`src/rtl/uart_tx_frame_pkg.sv`:
```
// Shared definitions for the UART transmit framer: FSM state encoding and line levels.
package uart_tx_frame_pkg;

  typedef enum logic [2:0] {
    ST_IDLE   = 3'd0,
    ST_START  = 3'd1,
    ST_DATA   = 3'd2,
    ST_PARITY = 3'd3,
    ST_STOP   = 3'd4
  } tx_state_e;

  localparam logic START_BIT  = 1'b0;
  localparam logic STOP_BIT   = 1'b1;
  localparam logic IDLE_LEVEL = 1'b1;
  localparam logic PAR_EVEN   = 1'b0;
  localparam logic PAR_ODD    = 1'b1;

endpackage

```
`src/rtl/uart_tx_frame_parity_calc.sv`:
```
// Combinational parity of the latched transmit word; PAR_ODD inverts the even parity.
module uart_tx_parity_calc
  import uart_tx_frame_pkg::*;
#(
  parameter int unsigned DATA_WIDTH = 8
) (
  input  logic [DATA_WIDTH-1:0] data,
  input  logic                  par_typ,
  output logic                  parity_c
);

  always_comb begin
    parity_c = ^data;
    if (par_typ == PAR_ODD) parity_c = ~parity_c;
  end

endmodule

```
`src/rtl/uart_tx_frame.sv`:
```
// UART transmit framer: start, DATA_WIDTH bits LSB-first, optional parity, stop; one bit per clk.
// Optional macro UART_TX_HOLD_REG_EN adds a one-entry holding register for back-to-back frames.
module uart_tx_frame
  import uart_tx_frame_pkg::*;
#(
  parameter int unsigned DATA_WIDTH = 8
) (
  input  logic                  clk,
  input  logic                  rst,
  input  logic [DATA_WIDTH-1:0] P_DATA,
  input  logic                  Data_Valid,
  input  logic                  PAR_EN,
  input  logic                  PAR_TYP,
  output logic                  TX_OUT,
  output logic                  Busy
);

  localparam int unsigned CNT_W = (DATA_WIDTH > 1) ? $clog2(DATA_WIDTH) : 1;
  localparam logic [CNT_W-1:0] LAST_BIT = CNT_W'(DATA_WIDTH - 1);

  tx_state_e             state_q, state_d;
  logic [CNT_W-1:0]      bit_cnt_q, bit_cnt_d, bit_cnt_inc;
  logic [DATA_WIDTH-1:0] data_q;
  logic                  par_en_q, par_typ_q;
  logic                  tx_d, busy_d;
  logic                  accept, load;
  logic [DATA_WIDTH-1:0] load_data;
  logic                  load_par_en, load_par_typ;
  logic                  parity_c;

`ifdef UART_TX_HOLD_REG_EN
  logic                  hold_full_q, hold_full_d, hold_wr;
  logic [DATA_WIDTH-1:0] hold_data_q;
  logic                  hold_par_en_q, hold_par_typ_q;
`endif

  uart_tx_parity_calc #(.DATA_WIDTH(DATA_WIDTH)) u_parity (
    .data     (data_q),
    .par_typ  (par_typ_q),
    .parity_c (parity_c)
  );

  // Next state and next line level; TX_OUT/Busy are registered from tx_d/busy_d.
  always_comb begin
    state_d      = state_q;
    bit_cnt_d    = bit_cnt_q;
    bit_cnt_inc  = bit_cnt_q + CNT_W'(1);
    tx_d         = IDLE_LEVEL;
    load         = 1'b0;
    load_data    = P_DATA;
    load_par_en  = PAR_EN;
    load_par_typ = PAR_TYP;
    accept       = Data_Valid && !Busy;
`ifdef UART_TX_HOLD_REG_EN
    hold_wr      = 1'b0;
    hold_full_d  = hold_full_q;
`endif
    unique case (state_q)
      ST_IDLE: begin
        if (accept) begin
          state_d = ST_START;
          tx_d    = START_BIT;
          load    = 1'b1;
        end
      end
      ST_START: begin
        state_d   = ST_DATA;
        bit_cnt_d = '0;
        tx_d      = data_q[0];
      end
      ST_DATA: begin
        if (bit_cnt_q == LAST_BIT) begin
          if (par_en_q) begin
            state_d = ST_PARITY;
            tx_d    = parity_c;
          end else begin
            state_d = ST_STOP;
            tx_d    = STOP_BIT;
          end
        end else begin
          bit_cnt_d = bit_cnt_inc;
          tx_d      = data_q[bit_cnt_inc];
        end
      end
      ST_PARITY: begin
        state_d = ST_STOP;
        tx_d    = STOP_BIT;
      end
      ST_STOP: begin
        state_d = ST_IDLE;
        tx_d    = IDLE_LEVEL;
`ifdef UART_TX_HOLD_REG_EN
        // Chain straight into the next frame when a word is waiting.
        if (hold_full_q) begin
          state_d      = ST_START;
          tx_d         = START_BIT;
          load         = 1'b1;
          load_data    = hold_data_q;
          load_par_en  = hold_par_en_q;
          load_par_typ = hold_par_typ_q;
          hold_full_d  = 1'b0;
        end else if (accept) begin
          state_d = ST_START;
          tx_d    = START_BIT;
          load    = 1'b1;
        end
`endif
      end
      default: state_d = ST_IDLE;
    endcase
`ifdef UART_TX_HOLD_REG_EN
    if (accept && !load) begin
      hold_wr     = 1'b1;
      hold_full_d = 1'b1;
    end
    busy_d = hold_full_d;
`else
    busy_d = (state_d != ST_IDLE);
`endif
  end

  always_ff @(posedge clk or negedge rst) begin
    if (!rst) begin
      state_q   <= ST_IDLE;
      bit_cnt_q <= '0;
      data_q    <= '0;
      par_en_q  <= 1'b0;
      par_typ_q <= 1'b0;
      TX_OUT    <= IDLE_LEVEL;
      Busy      <= 1'b0;
    end else begin
      state_q   <= state_d;
      bit_cnt_q <= bit_cnt_d;
      TX_OUT    <= tx_d;
      Busy      <= busy_d;
      if (load) begin
        data_q    <= load_data;
        par_en_q  <= load_par_en;
        par_typ_q <= load_par_typ;
      end
    end
  end

`ifdef UART_TX_HOLD_REG_EN
  always_ff @(posedge clk or negedge rst) begin
    if (!rst) begin
      hold_full_q    <= 1'b0;
      hold_data_q    <= '0;
      hold_par_en_q  <= 1'b0;
      hold_par_typ_q <= 1'b0;
    end else begin
      hold_full_q <= hold_full_d;
      if (hold_wr) begin
        hold_data_q    <= P_DATA;
        hold_par_en_q  <= PAR_EN;
        hold_par_typ_q <= PAR_TYP;
      end
    end
  end
`endif

endmodule

```
`config.mk`:
```
export PLATFORM = sky130hd
export DESIGN_NAME = uart_tx_frame
export DESIGN_NICKNAME = d
export VERILOG_FILES = /design/src/rtl/uart_tx_frame_pkg.sv /design/src/rtl/uart_tx_frame_parity_calc.sv /design/src/rtl/uart_tx_frame.sv
export SDC_FILE = /design/constraint.sdc
export NUM_CORES = 1
export LEC_CHECK = 0
export CORE_ASPECT_RATIO = 0.7
export CORE_MARGIN = 10
export CORE_UTILIZATION = 27
export DETAILED_ROUTE_END_ITERATION = 12
export GPL_TIMING_DRIVEN = 0
export PLACE_DENSITY = 0.51
export SETUP_SLACK_MARGIN = 0.05
export SYNTH_ARGS = -nofsm -noshare
export SYNTH_HDL_FRONTEND = slang
export SYNTH_SLANG_ARGS = --single-unit
```
`constraint.sdc`:
```
create_clock -name clk -period 6.65 [get_ports clk]
set_clock_uncertainty 0.2 [all_clocks]
set_input_delay 0.9975 -clock clk [delete_from_list [all_inputs] [get_ports clk]]
set_output_delay 0.9975 -clock clk [all_outputs]
set_load 0.03 [all_outputs]
```
==> summary.md <==
| Metric | Value |
|---|---|
| Met3 Usage GRT | `3.99%` |
| Worst slew margin | `45.4%` |
| H-tree depth | `1` |
| Initial antenna violation count | `0` |
| Syn nets | `90` |
| Crit. Startpoint | `TX_OUT$_DFF_PN1_` |
| CP Data Required Time | `between 5000 and 6000 ps` |
| Clock Path Buffers | `2` |
| Critical Path End Type | `output port` |
| Comb power frac | `about 53%` |
| Number of core rows | `17` |
| DRT Pass-1 Iters | `4` |
| Int Pwr | `0.416 mW` |
| FF-to-FF End | `TX_OUT$_DFF_PN1_` |
| Sw Ratio | `between 30% and 40%` |
| Cell Chain, Critical Path | `clkdlybuf4s50_1` |
| Die Ht | `69.7 um` |
| Adder-Cell Fraction of Synth Area | `2.63%` |
| CP Depth | `1` |
| Max frequency | `382 MHz` |
| Clock power frac | `between 10% and 20%` |
| RSZ-0062 raised after global routing | `no` |
| Compound-gate portion of the synthesized area | `between 10% and 20%` |
| Worst-case reg-to-reg path depth | `7` |
| Worst R2R Setup Slack | `4420 ps` |
| Area growth from synthesis to layout | `26.7%` |
| GP Congestion | `about 0.8` |
| Ports | `15` |
| Drt wl/cell | `roughly 13 um` |
| Overall routing resource usage | `6.47%` |
| Area after DPL | `1150 sq um` |
| Startpoint Class | `flip-flop` |
| Final Hold Vio Count | `0` |
| Worst Max-Slew Pin Slew | `816 ps` |
| Vias in the first global route | `677` |
| Post CTS Setup Buffer Count | `0` |
| Tcrit/Tclk final | `39.4%` |
| CTS tree | `yes` |
| Slowest CP cell | `clkdlybuf4s50_1` |
| Pleak | `0.493 nW` |
| Commonest non-fill, non-tap cell in the layout | `dfrtp_1` |
| DP HPWL | `~1400 um` |
| CP max FO | `1` |
| Vias per std cell | `4.46` |
| CTS Hold Bufs | `0` |
| Synthesized-area fraction occupied by xor and xnor cells | `7.89%` |
| Max-capacitance violation count | `0` |
| Worst Setup EP | `TX_OUT` |
| Synth area leader | `dfrtp_1` |
| First-pass GRT wire length | `3340 um` |
| P_sw | `0.218 mW` |
| Top cell family by delay on the critical path | `buffers and inverters` |
| Initial drt markers | `14` |
| Total gr overflow | `0` |
| Final setup viols | `0` |
| Worst EP arrival | `1420 ps` |
| Delay of the slowest critical-path stage | `660 ps` |
| Drt drc | `0` |
| Register area share after synthesis | `47.5%` |
| Post-synthesis mux area share | `~18%` |
| Hold Path Class | `flip-flop to flip-flop` |
| Critical path type | `flip-flop to output port` |
| Die area | `6330 sq um` |
| Largest net degree at the start of global routing | `19` |
| CTS root buf | `clkbuf_8` |
| Initial Util | `29.2%` |
| Drt total wl | `1780 um` |
| Status | `finished, final reports clean` |
| Diodes inserted | `0` |
| Met1 usage | `8.13%` |
| CTS Buf Count | `3` |
| GR peak layer | `met2` |
| Routed via count | `between 600 and 700` |
| Largest family of logic cells by synthesized area | `multiplexers` |
| Yosys top cell area share | `44.7%` |
| Synth Instances | `75` |
| Core ar. | `3250 sq um` |
| Post-route ant nets | `0` |
| Synth warnings | `0` |
| Die W | `90.9 um` |
| Synthesis-stage register bit count | `18` |
| Worst reg2reg startpoint | `bit_cnt_q[0]$_DFFE_PN0P_` |
| VDD IR-drop max | `0.194 mV` |
| Min cycle time layout | `2620 ps` |
| Distinct cells, synth | `32` |
| Ranking of synthesized cells by area | `dfrtp_1, mux2_2, a22o_1` |
| Post-Syn Area | `951 sq um` |
| Sum of buffers and inverters on the critical path | `1` |
| Clk_lat worst skew | `250 ps` |
| Design area | `1200 sq um` |
| Syn_area_per_cell | `12.7 sq um` |
| TNS Setup | `0 ps` |
| Slew Viols, Final | `0` |
| Simple logic cell fraction of the synthesized area | `8.82%` |
| IO Port Bufs | `14` |
| Most frequent cells in the layout | `dfrtp_1, clkdlybuf4s50_1, mux2_2, xnor2_1, a22o_1` |
| Nets | `109` |
| Power per Cell Area | `about 530 nW/um^2` |
| Clock Sinks | `18` |
| Clock transition at path regs | `about 70 ps` |
| Layout cells sized above 1 | `23.7%` |
| Post_cts resized | `0` |
| Reg power frac | `33.0%` |
| Met2 usage | `under 10%` |
## through the flow
step | std cells | util [%] | hold WS [ps] | setup slack, ps | power (mW)
2_1_floorplan | 75 | - | 295 | 4510 | 0.479
3_3_place_gp | 136 | 35.3 | 317 | 3910 | 0.549
3_5_place_dp | 136 | 35.3 | 326 | 3900 | 0.553
4_1_cts | 140 | 37.0 | 342 | 4020 | 0.644
5_1_grt | 140 | 37.0 | 373 | 4000 | 0.686
6_report | 140 | 37.0 | 336 | 4030 | 0.634
## cell usage after synthesis, drive strengths merged
master / instances
or3: 1
nand2: 1
dfstp: 1
or2: 1
a211oi: 1
nor4: 1
nor3b: 1
o21bai: 1
nor2b: 1
nand2b: 2
dfrtp: 17
buf: 4
ha: 2
nor2: 1
xnor3: 1
o21a: 1
inv: 2
mux2: 10
a22o: 5
a21oi: 3
xnor2: 5
and2: 1
mux4: 1
mux2i: 4
xor2: 1
o21ai: 3
nand3: 1
o31ai: 1
nor3: 1
## routing by layer
metal | share of wire, % | vias to the layer above
met5 | 0 | -
met4 | 0.56 | 0
met3 | 7.9 | 2
met2 | 42 | 16
met1 | 50 | 302
li1 | - | 304
## worst min-delay path by stage
stage / cells after the start / to / slack (ps) / from
3_3_place_gp: 1 / bit_cnt_q[2]$_DFFE_PN0P_ / 320 / bit_cnt_q[2]$_DFFE_PN0P_
4_1_cts: 1 / bit_cnt_q[2]$_DFFE_PN0P_ / 340 / bit_cnt_q[2]$_DFFE_PN0P_
6_report: 1 / bit_cnt_q[2]$_DFFE_PN0P_ / 340 / bit_cnt_q[2]$_DFFE_PN0P_
3_5_place_dp: 1 / par_typ_q$_DFFE_PN0P_ / 330 / par_typ_q$_DFFE_PN0P_
2_1_floorplan: 1 / bit_cnt_q[2]$_DFFE_PN0P_ / 300 / bit_cnt_q[2]$_DFFE_PN0P_
5_1_grt: 1 / bit_cnt_q[2]$_DFFE_PN0P_ / 370 / bit_cnt_q[2]$_DFFE_PN0P_
## power by group through the flow
stage,sequential [mW],clock [mW],combinational [mW]
4_1_cts,0.211,0.0924,0.341
2_1_floorplan,0.213,0,0.266
5_1_grt,0.220,0.0976,0.369
3_5_place_dp,0.213,0,0.340
3_3_place_gp,0.211,0,0.337
6_report,0.210,0.0897,0.335
## cell families (layout without fill, tap and decap cells)
kind of cell	count (synthesis)	count (layout)
buffers and inverters	6	24
muxes	15	15
DFF	18	18
AOI/OAI and AO/OA	15	15
and+or+nand+nor	12	12
xor gates and xnor gates	7	7
adders and majority gates	2	2
## cell type report
type | count | area (sq um)
Buffer | 4 | 28.8
Clock buffer | 4 | 55.1
Fill cell | 323 | 2050
Inverter | 2 | 7.51
Multi-Input combinational cell | 51 | 463
Sequential cell | 18 | 452
Tap cell | 47 | 58.8
Timing Repair Buffer | 14 | 140
## state kept, by name, summed over array words and instances (netlist names)
signal,flops
par_en_q,1
TX_OUT,1
par_typ_q,1
data_q,8
state_q,3
bit_cnt_q,3
Busy,1
No activity file was read; power rests on OpenSTA's default activity.
